<file path="config.mk">
export PLATFORM = sky130hd
export DESIGN_NAME = imp_ctrl
export DESIGN_NICKNAME = d
export VERILOG_FILES = /design/src/rtl/imp_ctrl.sv
export SDC_FILE = /design/constraint.sdc
export NUM_CORES = 1
export LEC_CHECK = 0
export CORE_MARGIN = 5
export CORE_UTILIZATION = 51
export DETAILED_ROUTE_END_ITERATION = 12
export PLACE_DENSITY = 0.92
export RECOVER_POWER = 50
export SYNTH_ARGS = -nofsm -noshare
export SYNTH_HDL_FRONTEND = slang
export SYNTH_SLANG_ARGS = --single-unit
</file>
<file path="constraint.sdc">
create_clock -name clk -period 4.1 [get_ports clk]
set_clock_uncertainty 0.05 [all_clocks]
set_input_delay 0.82 -clock clk [delete_from_list [all_inputs] [get_ports clk]]
set_output_delay 0.82 -clock clk [all_outputs]
set_load 0.01 [all_outputs]
</file>
<file path="src/rtl/imp_ctrl.sv">
// AXI-Lite register block that launches one image-processor job at a time and tracks its completion.
// Defining IMP_CTRL_PERF_EN adds a saturating job-length counter behind the CYCLES register.
module imp_ctrl #(
    parameter logic [31:0] BASE_ADDR = 32'h0002_0000
) (
    input  logic        clk,
    input  logic        rst,
    input  logic        mem_axi_awvalid,
    output logic        mem_axi_awready,
    input  logic [31:0] mem_axi_awaddr,
    input  logic [2:0]  mem_axi_awprot,
    input  logic        mem_axi_wvalid,
    output logic        mem_axi_wready,
    input  logic [31:0] mem_axi_wdata,
    input  logic [3:0]  mem_axi_wstrb,
    output logic        mem_axi_bvalid,
    input  logic        mem_axi_bready,
    output logic [1:0]  mem_axi_bresp,
    input  logic        mem_axi_arvalid,
    output logic        mem_axi_arready,
    input  logic [31:0] mem_axi_araddr,
    input  logic [2:0]  mem_axi_arprot,
    output logic        mem_axi_rvalid,
    input  logic        mem_axi_rready,
    output logic [31:0] mem_axi_rdata,
    output logic [1:0]  mem_axi_rresp,
    output logic [7:0]  imp_hsize,
    output logic [7:0]  imp_coor_minx,
    output logic [7:0]  imp_vsize,
    output logic [7:0]  imp_coor_miny,
    output logic [7:0]  imp_adr_pitch,
    output logic [31:0] imp_src_baddr,
    output logic [31:0] imp_dst_baddr,
    output logic        imp_st,
    input  logic        imp_done,
    output logic        irq,
    output logic [1:0]  dbg_state
);

    // Handshakes: a beat transfers on the rising edge where valid and ready are both high;
    // valid, once raised, holds with its payload until that edge.
    typedef enum logic [1:0] {
        ST_IDLE  = 2'd0,
        ST_START = 2'd1,
        ST_BUSY  = 2'd2
    } state_t;

    state_t      state_q, state_d;
    logic        live_q;
    logic        aw_cap_q, w_cap_q;
    logic [31:0] aw_addr_q, w_data_q;
    logic [3:0]  w_strb_q;
    logic        irq_en_q, done_q;
    logic [31:0] size_q, src_q, dst_q;
    logic [7:0]  pitch_q;
    logic [31:0] cycles_rd;
    logic [31:0] rd_word;
    logic        rd_in_win;

    function automatic logic [31:0] merge_bytes(input logic [31:0] old_v, input logic [31:0] new_v,
                                                input logic [3:0] strb);
        logic [31:0] res;
        res = old_v;
        for (int b = 0; b < 4; b++) begin
            if (strb[b]) res[8*b +: 8] = new_v[8*b +: 8];
        end
        return res;
    endfunction

    logic       busy, wr_commit, wr_in_win, wr_err, wr_ok, start_wr, done_set, done_clr;
    logic [2:0] wr_idx;

    assign busy      = (state_q != ST_IDLE);
    assign wr_commit = aw_cap_q && w_cap_q;
    assign wr_in_win = (aw_addr_q[31:5] == BASE_ADDR[31:5]);
    assign wr_idx    = aw_addr_q[4:2];
    // Geometry and address registers are frozen while a job runs so the engine sees stable values.
    assign wr_err    = !wr_in_win || (busy && (wr_idx inside {3'd2, 3'd3, 3'd4, 3'd5}));
    assign wr_ok     = wr_commit && !wr_err;
    assign start_wr  = wr_ok && (wr_idx == 3'd0) && w_strb_q[0] && w_data_q[0];
    assign done_clr  = wr_ok && (wr_idx == 3'd1) && w_strb_q[0] && w_data_q[1];
    assign done_set  = (state_q == ST_BUSY) && imp_done;

    always_ff @(posedge clk) begin
        if (rst) state_q <= ST_IDLE;
        else     state_q <= state_d;
    end

    always_comb begin
        state_d = state_q;
        case (state_q)
            ST_IDLE:  if (start_wr) state_d = ST_START;
            ST_START: state_d = ST_BUSY;
            ST_BUSY:  if (imp_done) state_d = ST_IDLE;
            default:  state_d = ST_IDLE;
        endcase
    end

    assign mem_axi_awready = live_q && !aw_cap_q && !mem_axi_bvalid;
    assign mem_axi_wready  = live_q && !w_cap_q && !mem_axi_bvalid;
    assign mem_axi_arready = live_q && !mem_axi_rvalid;

    assign rd_in_win = (mem_axi_araddr[31:5] == BASE_ADDR[31:5]);
    always_comb begin
        rd_word = '0;
        if (rd_in_win) begin
            case (mem_axi_araddr[4:2])
                3'd0:    rd_word = {30'd0, irq_en_q, 1'b0};
                3'd1:    rd_word = {30'd0, done_q, busy};
                3'd2:    rd_word = size_q;
                3'd3:    rd_word = src_q;
                3'd4:    rd_word = dst_q;
                3'd5:    rd_word = {24'd0, pitch_q};
                3'd6:    rd_word = cycles_rd;
                default: rd_word = '0;
            endcase
        end
    end

    always_ff @(posedge clk) begin
        if (rst) begin
            live_q         <= 1'b0;
            aw_cap_q       <= 1'b0;
            w_cap_q        <= 1'b0;
            aw_addr_q      <= '0;
            w_data_q       <= '0;
            w_strb_q       <= '0;
            mem_axi_bvalid <= 1'b0;
            mem_axi_bresp  <= 2'b00;
            mem_axi_rvalid <= 1'b0;
            mem_axi_rdata  <= '0;
            mem_axi_rresp  <= 2'b00;
            irq_en_q       <= 1'b0;
            done_q         <= 1'b0;
            size_q         <= '0;
            src_q          <= '0;
            dst_q          <= '0;
            pitch_q        <= '0;
        end else begin
            live_q <= 1'b1;
            if (mem_axi_awvalid && mem_axi_awready) begin
                aw_cap_q  <= 1'b1;
                aw_addr_q <= mem_axi_awaddr;
            end
            if (mem_axi_wvalid && mem_axi_wready) begin
                w_cap_q  <= 1'b1;
                w_data_q <= mem_axi_wdata;
                w_strb_q <= mem_axi_wstrb;
            end
            if (mem_axi_bvalid && mem_axi_bready) mem_axi_bvalid <= 1'b0;
            if (wr_commit) begin
                aw_cap_q       <= 1'b0;
                w_cap_q        <= 1'b0;
                mem_axi_bvalid <= 1'b1;
                mem_axi_bresp  <= wr_err ? 2'b10 : 2'b00;
            end
            if (wr_ok) begin
                case (wr_idx)
                    3'd0:    if (w_strb_q[0]) irq_en_q <= w_data_q[1];
                    3'd2:    size_q <= merge_bytes(size_q, w_data_q, w_strb_q);
                    3'd3:    src_q  <= merge_bytes(src_q, w_data_q, w_strb_q);
                    3'd4:    dst_q  <= merge_bytes(dst_q, w_data_q, w_strb_q);
                    3'd5:    if (w_strb_q[0]) pitch_q <= w_data_q[7:0];
                    default: ;
                endcase
            end
            // A completion in the same cycle as a clear must not be lost.
            if (done_set)      done_q <= 1'b1;
            else if (done_clr) done_q <= 1'b0;
            if (mem_axi_arvalid && mem_axi_arready) begin
                mem_axi_rvalid <= 1'b1;
                mem_axi_rdata  <= rd_word;
                mem_axi_rresp  <= rd_in_win ? 2'b00 : 2'b10;
            end else if (mem_axi_rvalid && mem_axi_rready) begin
                mem_axi_rvalid <= 1'b0;
            end
        end
    end

`ifdef IMP_CTRL_PERF_EN
    logic [31:0] cycles_q;
    always_ff @(posedge clk) begin
        if (rst)                                             cycles_q <= '0;
        else if (state_q == ST_IDLE && state_d == ST_START)  cycles_q <= '0;
        else if (busy && cycles_q != 32'hFFFF_FFFF)          cycles_q <= cycles_q + 32'd1;
    end
    assign cycles_rd = cycles_q;
`else
    assign cycles_rd = 32'd0;
`endif

    assign imp_hsize     = size_q[7:0];
    assign imp_coor_minx = size_q[15:8];
    assign imp_vsize     = size_q[23:16];
    assign imp_coor_miny = size_q[31:24];
    assign imp_adr_pitch = pitch_q;
    assign imp_src_baddr = src_q;
    assign imp_dst_baddr = dst_q;
    assign imp_st        = (state_q == ST_START);
    assign irq           = done_q & irq_en_q;
    assign dbg_state     = state_q;

    logic unused_bits;
    assign unused_bits = ^{mem_axi_awprot, mem_axi_arprot, aw_addr_q[1:0], mem_axi_araddr[1:0]};

endmodule

</file>
* Word level (Yosys, flattened, before mapping)
Index checks and enable logic that the tools add are counted. W data, S select, Z words.
Operators by class: equal/unequal tests 16, mux-type cells 14, bitwise gates (word level) 1, reductions and logical operators 51
Operators with widths (count):
- $pmux W32 S6 | 1
- $eq A27 B13 Y1 const B | 2
- $reduce_and A3 Y1 | 14
- $mux W32 | 1
- $logic_and A1 B1 Y1 | 20
- $eq A3 B2 Y1 const B | 4
- $eq A3 B3 Y1 const B | 4
- $mux W2 | 4
- $reduce_bool A2 Y1 | 4
- $mux W1 | 7
- $eq A3 B1 Y1 const B | 2
- $logic_not A1 Y1 | 6
- $logic_not A3 Y1 | 2
- $pmux W2 S3 | 1
- $ne A2 B2 Y1 const B | 2
- $reduce_bool A4 Y1 | 1
- $eq A2 B1 Y1 const B | 1
- $eq A2 B2 Y1 const B | 1
- $logic_not A2 Y1 | 1
- $reduce_and A2 Y1 | 1
- $reduce_or A2 Y1 | 1
- $and A1 B1 Y1 | 1
- $logic_or A1 B1 Y1 | 1
Word-level totals: register bits 217, input bits 114, output and inout port bits 149, word-level logic and storage cells 109

* Longest topological paths before layout
Gate-level depths: netlist of the first run.
word-level depth 11, mapped depth 7, mapped depth without buffers 4

* Least setup slack after synthesis of the first run
Ideal clock, no wire load.
kind in2reg, from input mem_axi_araddr[19], to register mem_axi_rdata[19], setup time 0.069 ns, arrival 2.002 ns, data required time 3.981 ns, setup slack 1.980 ns, stages 6, path buffers 2, cell sequence nor4_1 > nand4_1 > or3_1 > buf_6 > buf_6 > o21ai_1
Between the ends: word-level cells in the longest chain between the ends 2
Ends and longest elaborated chain:
- start, declared | line 21 | input logic [31:0] mem_axi_araddr,
- $eq A27 B13 Y1 | line 103 | assign rd_in_win = (mem_axi_araddr[31:5] == BASE_ADDR[31:5]);
- $mux W32 | line 106 | if (rd_in_win) begin
- end signal, assigned | line 172 | mem_axi_rdata <= rd_word;
- end, declared | line 25 | output logic [31:0] mem_axi_rdata,
Every way passes these cells. A chain may end at the register's enable or synchronous reset.

* Worst setup path after layout of the first run
from input mem_axi_wvalid, to register w_data_q[5]
Between the ends: word-level cells in the longest chain between the ends 1
Ends and longest elaborated chain:
- start, declared | line 12 | input logic mem_axi_wvalid,
- $logic_and A1 B1 Y1 | line 145 | if (mem_axi_wvalid && mem_axi_wready) begin
- end signal, assigned | line 147 | w_data_q <= mem_axi_wdata;
- end, declared | line 51 | logic [31:0] aw_addr_q, w_data_q;
Every way passes these cells.

==> flow_results.org, run 1 <==
** Critical path
- Delay of the slowest cell on the worst path :: 1.71 ns
- The worst setup path is of the in2reg kind.
- The worst setup path is captured at a flop.
- Reg-to-reg critical path startpoint :: live_q
- Worst Setup SP :: mem_axi_wvalid
- Critical Path Fanout Max :: 36
- Cell Chain, Critical Path :: clkdlybuf4s50_1 > and2_0 > nand2_1 > a21oi_1
- The largest individual stage delay along the critical path comes from the cell sky130_fd_sc_hd__and2_0.
- Critical path data arrival time :: 3.46 ns
- Sort of element at the start of the critical path :: input pin
- For the worst setup path, the data required time is 4.45 ns.

** Place
- HPWL Detailed :: 17.8 mm
- Port buffer count :: 250
- Worst setup slack before clock tree synthesis :: 0.976 ns
- The congestion estimate from routability-driven global placement came to 0.838.

** Synth
- Synthesis inferred 213 register bits.
- Counting flops with a built-in enable in the synthesized netlist gives 0.
- Fraction of synthesized cell area in xor and xnor cells :: 0.101%
- The share of the Yosys chip area taken by registers is 49.0%.
- Synthesized-area fraction occupied by and/or/nand/nor cells :: 21.9%
- Async S/R FF share, synth :: 0%
- Multiplexer area fraction after synthesis :: 15.6%
- Yosys cell types :: 48
- Area leader, netlist :: sky130_fd_sc_hd__dfxtp_1
- Main flop type after synthesis :: sky130_fd_sc_hd__dfxtp_1
- By area the synthesized netlist is led by sky130_fd_sc_hd__dfxtp_1 49%, sky130_fd_sc_hd__mux2i_1 16%, sky130_fd_sc_hd__nand2_1 13%.
- Combinational family with the most area after synthesis :: simple AND/OR/NAND/NOR gates
- Area fraction in compound gates after synthesis :: 9.42%
- Avg Synthesized Cell Area :: 8.90 µm²
- Synthesized-area fraction occupied by adder cells :: 0%
- Summed over its instances, the top area cell type makes up 49.0% of the synthesized netlist area.
- In the synthesized netlist, the number of instances is 978.
- For this run, the number of Yosys warnings is 0.
- The mapped netlist covers 8700 µm².

** STA
- Achievable clock frequency :: 321 MHz
- The final number of max-transition violations came to 112.
- Headroom to the max-slew limit came out at -55.8%.
- Worst Max-Slew Pin Slew :: 2.34 ns
- In the final timing run, aggregate negative setup slack is 0 ns.
- Final worst-path setup slack :: 0.986 ns
- The worst path needs 3.11 ns of the cycle, external delays included.
- Fin crit share :: 76.0%
- Final hold violation count :: 0
- Setup repair after global routing left no endpoint under its margin.
- Setup violations remaining at the end of the flow were counted as 0.

** Finish
- Leading cell type in the layout, fill and taps excluded :: sky130_fd_sc_hd__nand2_1
- Diodes inserted :: 0
- Cells fill 71.4% of the core in the end.
- Number of nets at the end of the flow :: 1307
- Most frequent cells in the layout :: 302 x sky130_fd_sc_hd__nand2_1, 213 x sky130_fd_sc_hd__dfxtp_1, 144 x sky130_fd_sc_hd__clkdlybuf4s50_1
- Share of final-layout standard cells stronger than drive strength 1 :: 4.72%
- Area added between synthesis and finish :: 36.7%

** Min path
- Min-Delay Path Class :: reg2reg
- Beginning of the worst hold path :: mem_axi_rdata[12]

** Route
- Wires add up to 25.4 mm.
- The routed design uses 12.6 mm of met2 wire.
- Via count :: 7792
- Detail Route Antenna Nets :: 0
- The first TritonRoute pass finished after 7 iterations.
- Metal-1 WL :: 10.1 mm
- Dividing the detail-routed wire length by the instance count gives 17.8 µm.
- The highest layer touched by signal routing is met5.
- Average vias per placed instance :: 5.46
- Summed over all nets, wire length on met3 after detailed routing comes to 1.97 mm.
- Drc violations :: 0
- In this run, the number of DRC markers left after iteration 0 of detailed routing was 463.

** Clock network
- Clock-pin slew was measured on the worst setup and hold paths at 0.06 ns.
- Inserted Clock Buffers :: 22
- The number of hold buffers added after CTS was 0.
- Clock tree from TritonCTS :: built
- Buffers added to address setup during post-CTS repair amount to 0.
- In this run the deepest clock path goes through 3 buffers.
- Clock network latency to the later pin of the worst-skew pair :: 0.49 ns
- The tree is rooted in a sky130_fd_sc_hd__clkbuf_16.
- Cts repair resizes :: 0
- Number of H-tree levels :: 1
- CTS saw 213 sinks.

** Global routing
- Global routing used 24.6% of the available tracks across all layers.
- Initial antenna violation count :: 1
- The first global-routing pass estimated 40.3 mm of wire.
- Entering global routing, the biggest net connects 90 pins.
- Global route total overflow :: 0
- Via count of the first global-routing pass :: 7818

** Flow run
- Across the run, the number of max-cap violations was 2.

** Power and ir drop
- Cell area power density :: 366 nW/µm²
- Static leakage :: 5.00 nW
- Maximum vdd drop :: 0.258 mV

** Floorplan
- The die covers 19800 µm².
- The floorplan step set the die height to 141 µm.
- From left edge to right edge, the die measures 141 µm.
- Top-level port count :: 263
- For this configuration, the core starts out at a cell density of 52.3%.
- The floorplan step defined a core boundary enclosing 16600 µm².
- Row count :: 47

** Run status
- The run finished, with violations left.
- The final reports fail on max-capacitance violations, max-slew violations.
[final cells by class]
type | count | area (µm²)
multi-input combinational | 696 | 4110
tap | 220 | 275
clock buffer | 30 | 622
timing repair buffer | 257 | 2540
sequential | 213 | 4260
inverter | 3 | 13.8
fill | 1229 | 4750
clock inverter | 8 | 65.1
[final timing paths]
check / to / slack, ns / cells after the start
worst min register to register: mem_axi_rdata[12] / 0.39 / 2
worst max-delay path: w_data_q[5] / 0.99 / 4
worst min-delay path: mem_axi_rdata[12] / 0.39 / 2
worst max register to register: w_data_q[5] / 1.01 / 4
[routing by layer]
| metal | up-vias | track usage (%) |
|---|---|---|
| met4 | 2 | 8.41 |
| li1 | 3742 | - |
| met1 | 3676 | 29.8 |
| met3 | 61 | 5.08 |
| met2 | 311 | 43.5 |
| met5 | - | 0 |
[worst max-delay path: cells and delay by family]
| family | cells | cell delay [ns] |
|---|---|---|
| and+or+nand+nor | 2 | 1.96 |
| buffers and inverters | 1 | 0.47 |
| AOI/OAI and AO/OA | 1 | 0.20 |
[synth_stat cells (5+ instances only)]
cell and number:
sky130_fd_sc_hd__a21oi_1 95, sky130_fd_sc_hd__a22o_1 5, sky130_fd_sc_hd__and2_1 17, sky130_fd_sc_hd__and4_1 6, sky130_fd_sc_hd__buf_2 14, sky130_fd_sc_hd__buf_6 5, sky130_fd_sc_hd__clkbuf_1 43, sky130_fd_sc_hd__dfxtp_1 213
sky130_fd_sc_hd__mux2i_1 136, sky130_fd_sc_hd__nand2_1 302, sky130_fd_sc_hd__nand2b_1 5, sky130_fd_sc_hd__nand4_4 7, sky130_fd_sc_hd__nor2_1 31, sky130_fd_sc_hd__nor3b_1 6, sky130_fd_sc_hd__nor4_1 10, sky130_fd_sc_hd__o21ai_0 7
sky130_fd_sc_hd__o21ai_1 20
[report_power, final]
| group | internal (mW) | switching [mW] | total [mW] | leakage [nW] |
|---|---|---|---|---|
| registers | 2.11 | 0.0216 | 2.13 | 1.72 |
| clock network | 1.12 | 0.779 | 1.90 | 0.345 |
| logic | 0.145 | 0.174 | 0.319 | 2.93 |
[flip-flops by register name (all words and copies together), names as in the netlist, 2 cells and up]
name	count
w_strb_q	4
imp_adr_pitch	8
imp_dst_baddr	32
w_data_q	32
mem_axi_rdata	32
dbg_state	2
imp_src_baddr	32
size_q	32
aw_addr_q	30
[metrics by stage]
| stage | power, mW | hold slack, ns | cells | area (µm²) |
|---|---|---|---|---|
| after floorplan | 2.34 | 0.382 | 979 | 8700 |
| final | 4.35 | 0.392 | 1427 | 11900 |
| after detailed placement | 2.49 | 0.389 | 1389 | 11200 |
| after global routing | 4.49 | 0.414 | 1427 | 11900 |
| after global placement | 2.48 | 0.383 | 1389 | 11200 |
| after CTS | 4.37 | 0.397 | 1427 | 11900 |
[cells by family after synthesis]
logic type,after synthesis
AOI/OAI and AO/OA,146
muxes,136
xor gates and xnor gates,1
and+or+nand+nor,411
other,1
DFF,213
buffers and inverters,70
(Power assumes the default switching activity.)
==> run 2: changes to the inputs <==
--- a/config.mk
+++ b/config.mk
@@ -6,9 +6,9 @@
 export NUM_CORES = 1
 export LEC_CHECK = 0
 export CORE_MARGIN = 5
-export CORE_UTILIZATION = 51
+export CORE_UTILIZATION = 43
 export DETAILED_ROUTE_END_ITERATION = 12
-export PLACE_DENSITY = 0.92
+export PLACE_DENSITY = 0.83
 export RECOVER_POWER = 50
 export SYNTH_ARGS = -nofsm -noshare
 export SYNTH_HDL_FRONTEND = slang
==> constraint.sdc (replaced) <==
create_clock -name clk -period 2.7 [get_ports clk]
set_clock_uncertainty 0.05 [all_clocks]
set_input_delay 0.54 -clock clk [delete_from_list [all_inputs] [get_ports clk]]
set_output_delay 0.54 -clock clk [all_outputs]
set_load 0.01 [all_outputs]
==> flow_results.org, run 2 (synthesized netlist as in run 1, its figures left out) <==
** Global routing
- For this run, global-route usage on met2 was measured as 35.5%.
- Global routing consumed, over all layers together, 20.3% of the routing resources.
- The initial antenna violation count was 0.
- The first global-routing pass estimated 39.2 mm of wire.
- For met3 alone, demand over resource in global routing was 5.40%.
- Global route total overflow :: 0
- Highest-utilization routing layer at the global route stage :: met2
- Entering global routing, the biggest net connects 78 pins.
- For met1 alone, demand over resource in global routing was 24.8%.
- Via count of the first global-routing pass :: 7411

** Floorplan
- The initialized floorplan defines 52 standard-cell rows.
- From left edge to right edge, the die measures 152 µm.
- Initial core utilization :: 43.3%
- Die area :: 23200 µm²
- Area of the core region :: 20100 µm²
- For this design the top-level I/O count stands at 263.
- Measured along the y axis, the die boundary spans 152 µm.

** Route
- Across all layers, the routed design uses 7620 vias.
- Once detail routing completed, the nets flagged for antenna violations numbered 0.
- The first detailed-routing pass took 5 iterations.
- Detailed-route wire length :: 24.9 mm
- For this run, design rule violations remaining after detail routing come to 0.
- Number of DRC violations after detailed-routing iteration 0 :: 319
- In the routed layout, each cell is associated on average with a via count of 5.09.
- Routed wire length per instance :: 16.7 µm

** STA
- The final critical path takes up 90.9% of the cycle.
- Final hold violation count :: 0
- Remaining max-slew budget at the tightest pin :: 13.8%
- For the final routed database, the setup TNS stands at 0 ns.
- Setup repair after global routing missed its margin :: false
- The smallest clock period supported by the final layout is computed as 2.45 ns.
- Setup violations remaining at the end of the flow were counted as 0.
- Final worst-path setup slack :: 0.246 ns
- Static timing analysis puts the maximum clock frequency at 408 MHz.
- Count of final max-slew check failures :: 0
- At the pin with the least slew margin, the transition time is 1.29 ns.

** Clock network
- Inserted Clock Buffers :: 23
- TritonCTS built the clock tree.
- In this run the clock root is driven by a sky130_fd_sc_hd__clkbuf_16.
- Largest buffer count on any clock path :: 3
- Once the clock tree was built, the resizer swapped 0 gates to a different size.
- Number of H-tree levels :: 1
- # hold bufs at CTS :: 0
- The later pin in the worst-skew pair is clocked with a latency of 0.49 ns.
- Register clock-pin slew on the reported worst setup and hold paths :: 0.06 ns
- For this design, the sink count on the clock tree is 213.
- Buffers added to address setup during post-CTS repair amount to 0.

** Place
- Routability-driven placement finished with a final weighted congestion of 0.823.
- Prior to clock tree synthesis, the placed netlist has a worst setup slack of 0.229 ns.
- After detailed placement, the total cell area comes to 11500 µm².
- HPWL Detailed :: 17.9 mm
- Port buffer count :: 250

** Finish
- At the end of the flow the core is filled with cells to 60.6%.
- After routing the design area is 12200 µm².
- Of the cells placed in the final design, the portion with a size suffix greater than 1 is 6.11%.
- Area added between synthesis and finish :: 40.0%
- In the final design database the tool counted 1326 nets.
- Most frequent cells in the layout :: 302 x sky130_fd_sc_hd__nand2_1, 213 x sky130_fd_sc_hd__dfxtp_1, 171 x sky130_fd_sc_hd__clkdlybuf4s50_1
- 0 antenna diodes ended up in the layout.
- Leading cell type in the layout, fill and taps excluded :: sky130_fd_sc_hd__nand2_1

** Power and ir drop
- VDD sags by at most 0.387 mV.
- The analysis attributes to cell leakage a power of 5.10 nW.
- Dividing total power by cell area gives a power density of 562 nW/µm².

** Min path
- Cell depth of the worst min-delay path :: 2
- In this run the worst hold path is classified as reg2reg.

** Critical path
- Register-to-Register Path Depth :: 5
- Data arrives at the worst endpoint at 1.86 ns.
- Worst Setup Path Type :: reg2out
- The worst setup path is launched from a flop.
- Endpoint required time on the critical path :: 2.11 ns
- Element type at the critical path end :: output pin
- Critical Path Fanout Max :: 4

** Flow run
- The tool flagged a number of max-cap violations equal to 0.

** Run status
- Run status :: finished, final reports clean
==> run 2: cell types whose count changed in the layout (fill, tap and decap cells not counted), sizes merged <==
cell           change
clkdlybuf4s50     +27
dlygate4sd3       -27
clkinvlp           +1
bufinv             +1
inv                -1
clkbuf             +7
clkinv             -3
buf               +15
==> run 2: worst paths after layout <==
path                                         from           endpoint  slack, ns
worst max-delay path                       live_q    mem_axi_awready       0.25
worst min-delay path            mem_axi_rdata[10]  mem_axi_rdata[10]       0.39
worst max register to register             live_q       w_data_q[28]       0.35
worst min register to register  mem_axi_rdata[10]  mem_axi_rdata[10]       0.39
==> run 2: metal layers <==
metal	up-vias	share of wire, %
met5	-	0
met4	0	2.5
met3	42	7.3
met2	231	49
met1	3559	41
li1	3788	-
==> run 2: critical path: stages (launching register included) <==
cell                              delay (ns)
sky130_fd_sc_hd__dfxtp_1                0.38
sky130_fd_sc_hd__nor3b_1                0.38
sky130_fd_sc_hd__clkdlybuf4s50_1        0.62
==> run 2: where the power goes <==
part	internal, mW	switching, mW
Combinational	0.241	0.264
Clock	1.92	1.20
Sequential	3.20	0.0326
Total	5.35	1.50
==> run 2: stage by stage <==
step,power (mW),hold slack (ns),cells
3_3_place_gp,3.80,0.383,1457
3_5_place_dp,3.81,0.389,1457
6_report,6.85,0.393,1497
2_1_floorplan,3.55,0.382,979
5_1_grt,7.10,0.420,1497
4_1_cts,6.92,0.364,1497
==> run 2: layout make-up <==
| class | instances | area, µm² |
|---|---|---|
| clock buffers | 34 | 677 |
| clock inverters | 6 | 80.1 |
| fillers | 1683 | 7920 |
| inverters | 3 | 12.5 |
| multi-input cells | 696 | 4080 |
| flip-flops and latches | 213 | 4260 |
| well taps | 270 | 338 |
| repair buffers | 275 | 2730 |
==> run 3: changes to the inputs <==
--- a/config.mk
+++ b/config.mk
@@ -7,9 +7,10 @@
 export LEC_CHECK = 0
 export CORE_MARGIN = 5
 export CORE_UTILIZATION = 43
+export CTS_CLUSTER_SIZE = 10
 export DETAILED_ROUTE_END_ITERATION = 12
 export PLACE_DENSITY = 0.83
-export RECOVER_POWER = 50
+export SETUP_SLACK_MARGIN = 0.2
 export SYNTH_ARGS = -nofsm -noshare
 export SYNTH_HDL_FRONTEND = slang
 export SYNTH_SLANG_ARGS = --single-unit
==> flow_results.org, run 3 (synthesized netlist as in run 1, its figures left out) <==
** STA
- Fin Setup TNS :: 0 ns
- Achievable clock frequency :: 426 MHz
- Setup violations remaining at the end of the flow were counted as 0.
- Setup repair after global routing missed its margin :: false
- The count of final hold-check violations is 0.
- The worst path needs 2.35 ns of the cycle, external delays included.
- The final number of max-transition violations came to 0.
- Of the available clock period, the critical path in the final layout requires 86.9%.
- For the pin with the worst max-slew slack, the measured transition is 0.732 ns.
- Measured against its own limit, the worst slew margin works out to 51.0%.
- Hold WS :: 0.379 ns

** Finish
- Final design utilization :: 60.4%
- Leading cell type in the layout, fill and taps excluded :: sky130_fd_sc_hd__nand2_1
- Most frequent cells in the layout :: 301 x sky130_fd_sc_hd__nand2_1, 248 x sky130_fd_sc_hd__clkdlybuf4s50_1, 213 x sky130_fd_sc_hd__dfxtp_1
- Layout fillers :: 1687
- Area of all sequential standard cells :: 4260 µm²
- After the last flow step, the layout net total stands at 1328.
- Area added between synthesis and finish :: 39.6%
- Diodes inserted :: 0
- Cells with a size suffix above 1 make up 6.26% of the layout.
- Area of combinational cells with multiple inputs :: 4130 µm²

** Power and ir drop
- Internal portion of total power :: 5.10 mW
- Summed over all nets, the switching power comes to 1.49 mW.
- Share of power burned in registers :: 49.1%
- Cell area power density :: 543 nW/µm²
- Across the VDD grid, the largest voltage drop is 0.400 mV.
- The share of total power dissipated in combinational logic is 7.8%.
- Net switching is 22.6% of the power.
- Clock network fraction of total power :: 43.1%
- Static leakage :: 4.73 nW

** Route
- Number of search-and-repair iterations in the first detailed-routing pass :: 5
- The routed design has 24.9 mm of wire.
- Drc violations :: 0
- Number of DRC violations after detailed-routing iteration 0 :: 274
- Via count :: 7613
- Dividing the detail-routed wire length by the instance count gives 16.8 µm.
- The count of nets left with antenna violations once routing finished came out at 0.
- Using the TritonRoute via totals, the vias-per-cell ratio works out to 5.13.

** Floorplan
- The die is 152 µm wide.
- Top-level port count :: 263
- The initial utilization of the core area, before any placement, comes to 43.3%.
- The core region is 20100 µm².
- Die span in y :: 152 µm
- The die covers 23200 µm².
- Row count :: 52

** Global routing
- Pin count of the biggest net entering global routing :: 78
- The first global-routing pass estimated 39.4 mm of wire.
- Via count of the first global-routing pass :: 7382
- The initial antenna violation count was 0.
- GRT Total Usage :: 20.3%
- Global route total overflow :: 0

** Place
- After legalization and detailed placement, the total HPWL measured 17.9 mm.
- At the end of routability-driven placement, the weighted congestion stood at 0.823.
- The count of buffers added on input and output ports is 250.

** Clock network
- Clock root buffer master :: sky130_fd_sc_hd__clkbuf_16
- Largest buffer count on any clock path :: 3
- In this run the number of H-tree levels came out at 1.
- TritonCTS built the clock tree.
- For this design, the sink count on the clock tree is 213.
- Inserted Clock Buffers :: 25
- Clock-pin slew was measured on the worst setup and hold paths at 0.05 ns.
- The clock reaches the later pin of the worst-skew pair after 0.50 ns.

** Flow run
- Max-cap violations in this run came to 0.

** Critical path
- Of all nets on the critical path, the largest fanout is 4.
- Sort of element at the start of the critical path :: flop
- Critical path data arrival time :: 1.76 ns
- Data on the critical path is required at its endpoint by 2.11 ns.
- Element type at the critical path end :: output pin
- The critical path is of the reg2out type.

** Run status
- Run status :: finished, final reports clean

** Min path
- Min-Delay Path Class :: in2reg
run 3: critical path: stages (launching register included):
cell and delay, ns:
sky130_fd_sc_hd__dfxtp_1 0.38, sky130_fd_sc_hd__nor3b_2 0.26, sky130_fd_sc_hd__clkdlybuf4s50_1 0.62
run 3: worst paths after layout:
path / start / end / slack (ns) / depth (start not counted)
setup / recovery: live_q / mem_axi_wready / 0.35 / 2
hold / removal: rst / live_q / 0.38 / 2
setup reg to reg: aw_addr_q[6] / imp_dst_baddr[30] / 0.61 / 5
hold reg to reg: mem_axi_rdata[10] / mem_axi_rdata[10] / 0.39 / 2
run 3: power groups by stage:
stage	clock [mW]	sequential [mW]	combinational (mW)
final	2.84	3.23	0.513
after global routing	3.05	3.24	0.557
after CTS	2.89	3.23	0.513
after detailed placement	0	3.30	0.510
after global placement	0	3.30	0.502
after floorplan	0	3.29	0.259
run 3: layout make-up:
class	count	share of cell area, %
repair buffers	275	22.6
well taps	270	2.78
clock buffers	26	5.27
inverters	3	0.113
flip-flops and latches	213	35.1
multi-input cells	696	34.0
clock inverters	2	0.134
run 3: stage by stage:
| step | area [µm²] | instances | total power [mW] | setup slack [ns] |
|---|---|---|---|---|
| final | 12100 | 1485 | 6.59 | 0.353 |
| after global routing | 12100 | 1485 | 6.85 | 0.241 |
| after CTS | 12100 | 1485 | 6.64 | 0.219 |
| after detailed placement | 11500 | 1457 | 3.81 | 0.229 |
| after global placement | 11500 | 1457 | 3.80 | 0.276 |
| after floorplan | 8700 | 979 | 3.55 | 0.860 |
run 3: routing by layer:
metal  vias up  global-route usage (%)  wire length, µm
li1       3776                       -                -
met1      3565                    25.0            10500
met2       235                    35.7            12200
met3        37                    5.25             1660
met4         0                    4.92              580
met5         -                       0                0
run 3: repair_timing:
item / CTS / global route
gates cloned: 0 / 0
hold buffers: 0 / 0
gates resized for setup: 1 / 1
setup buffers: 0 / 0
endpoints found under the setup margin: 1 / 1
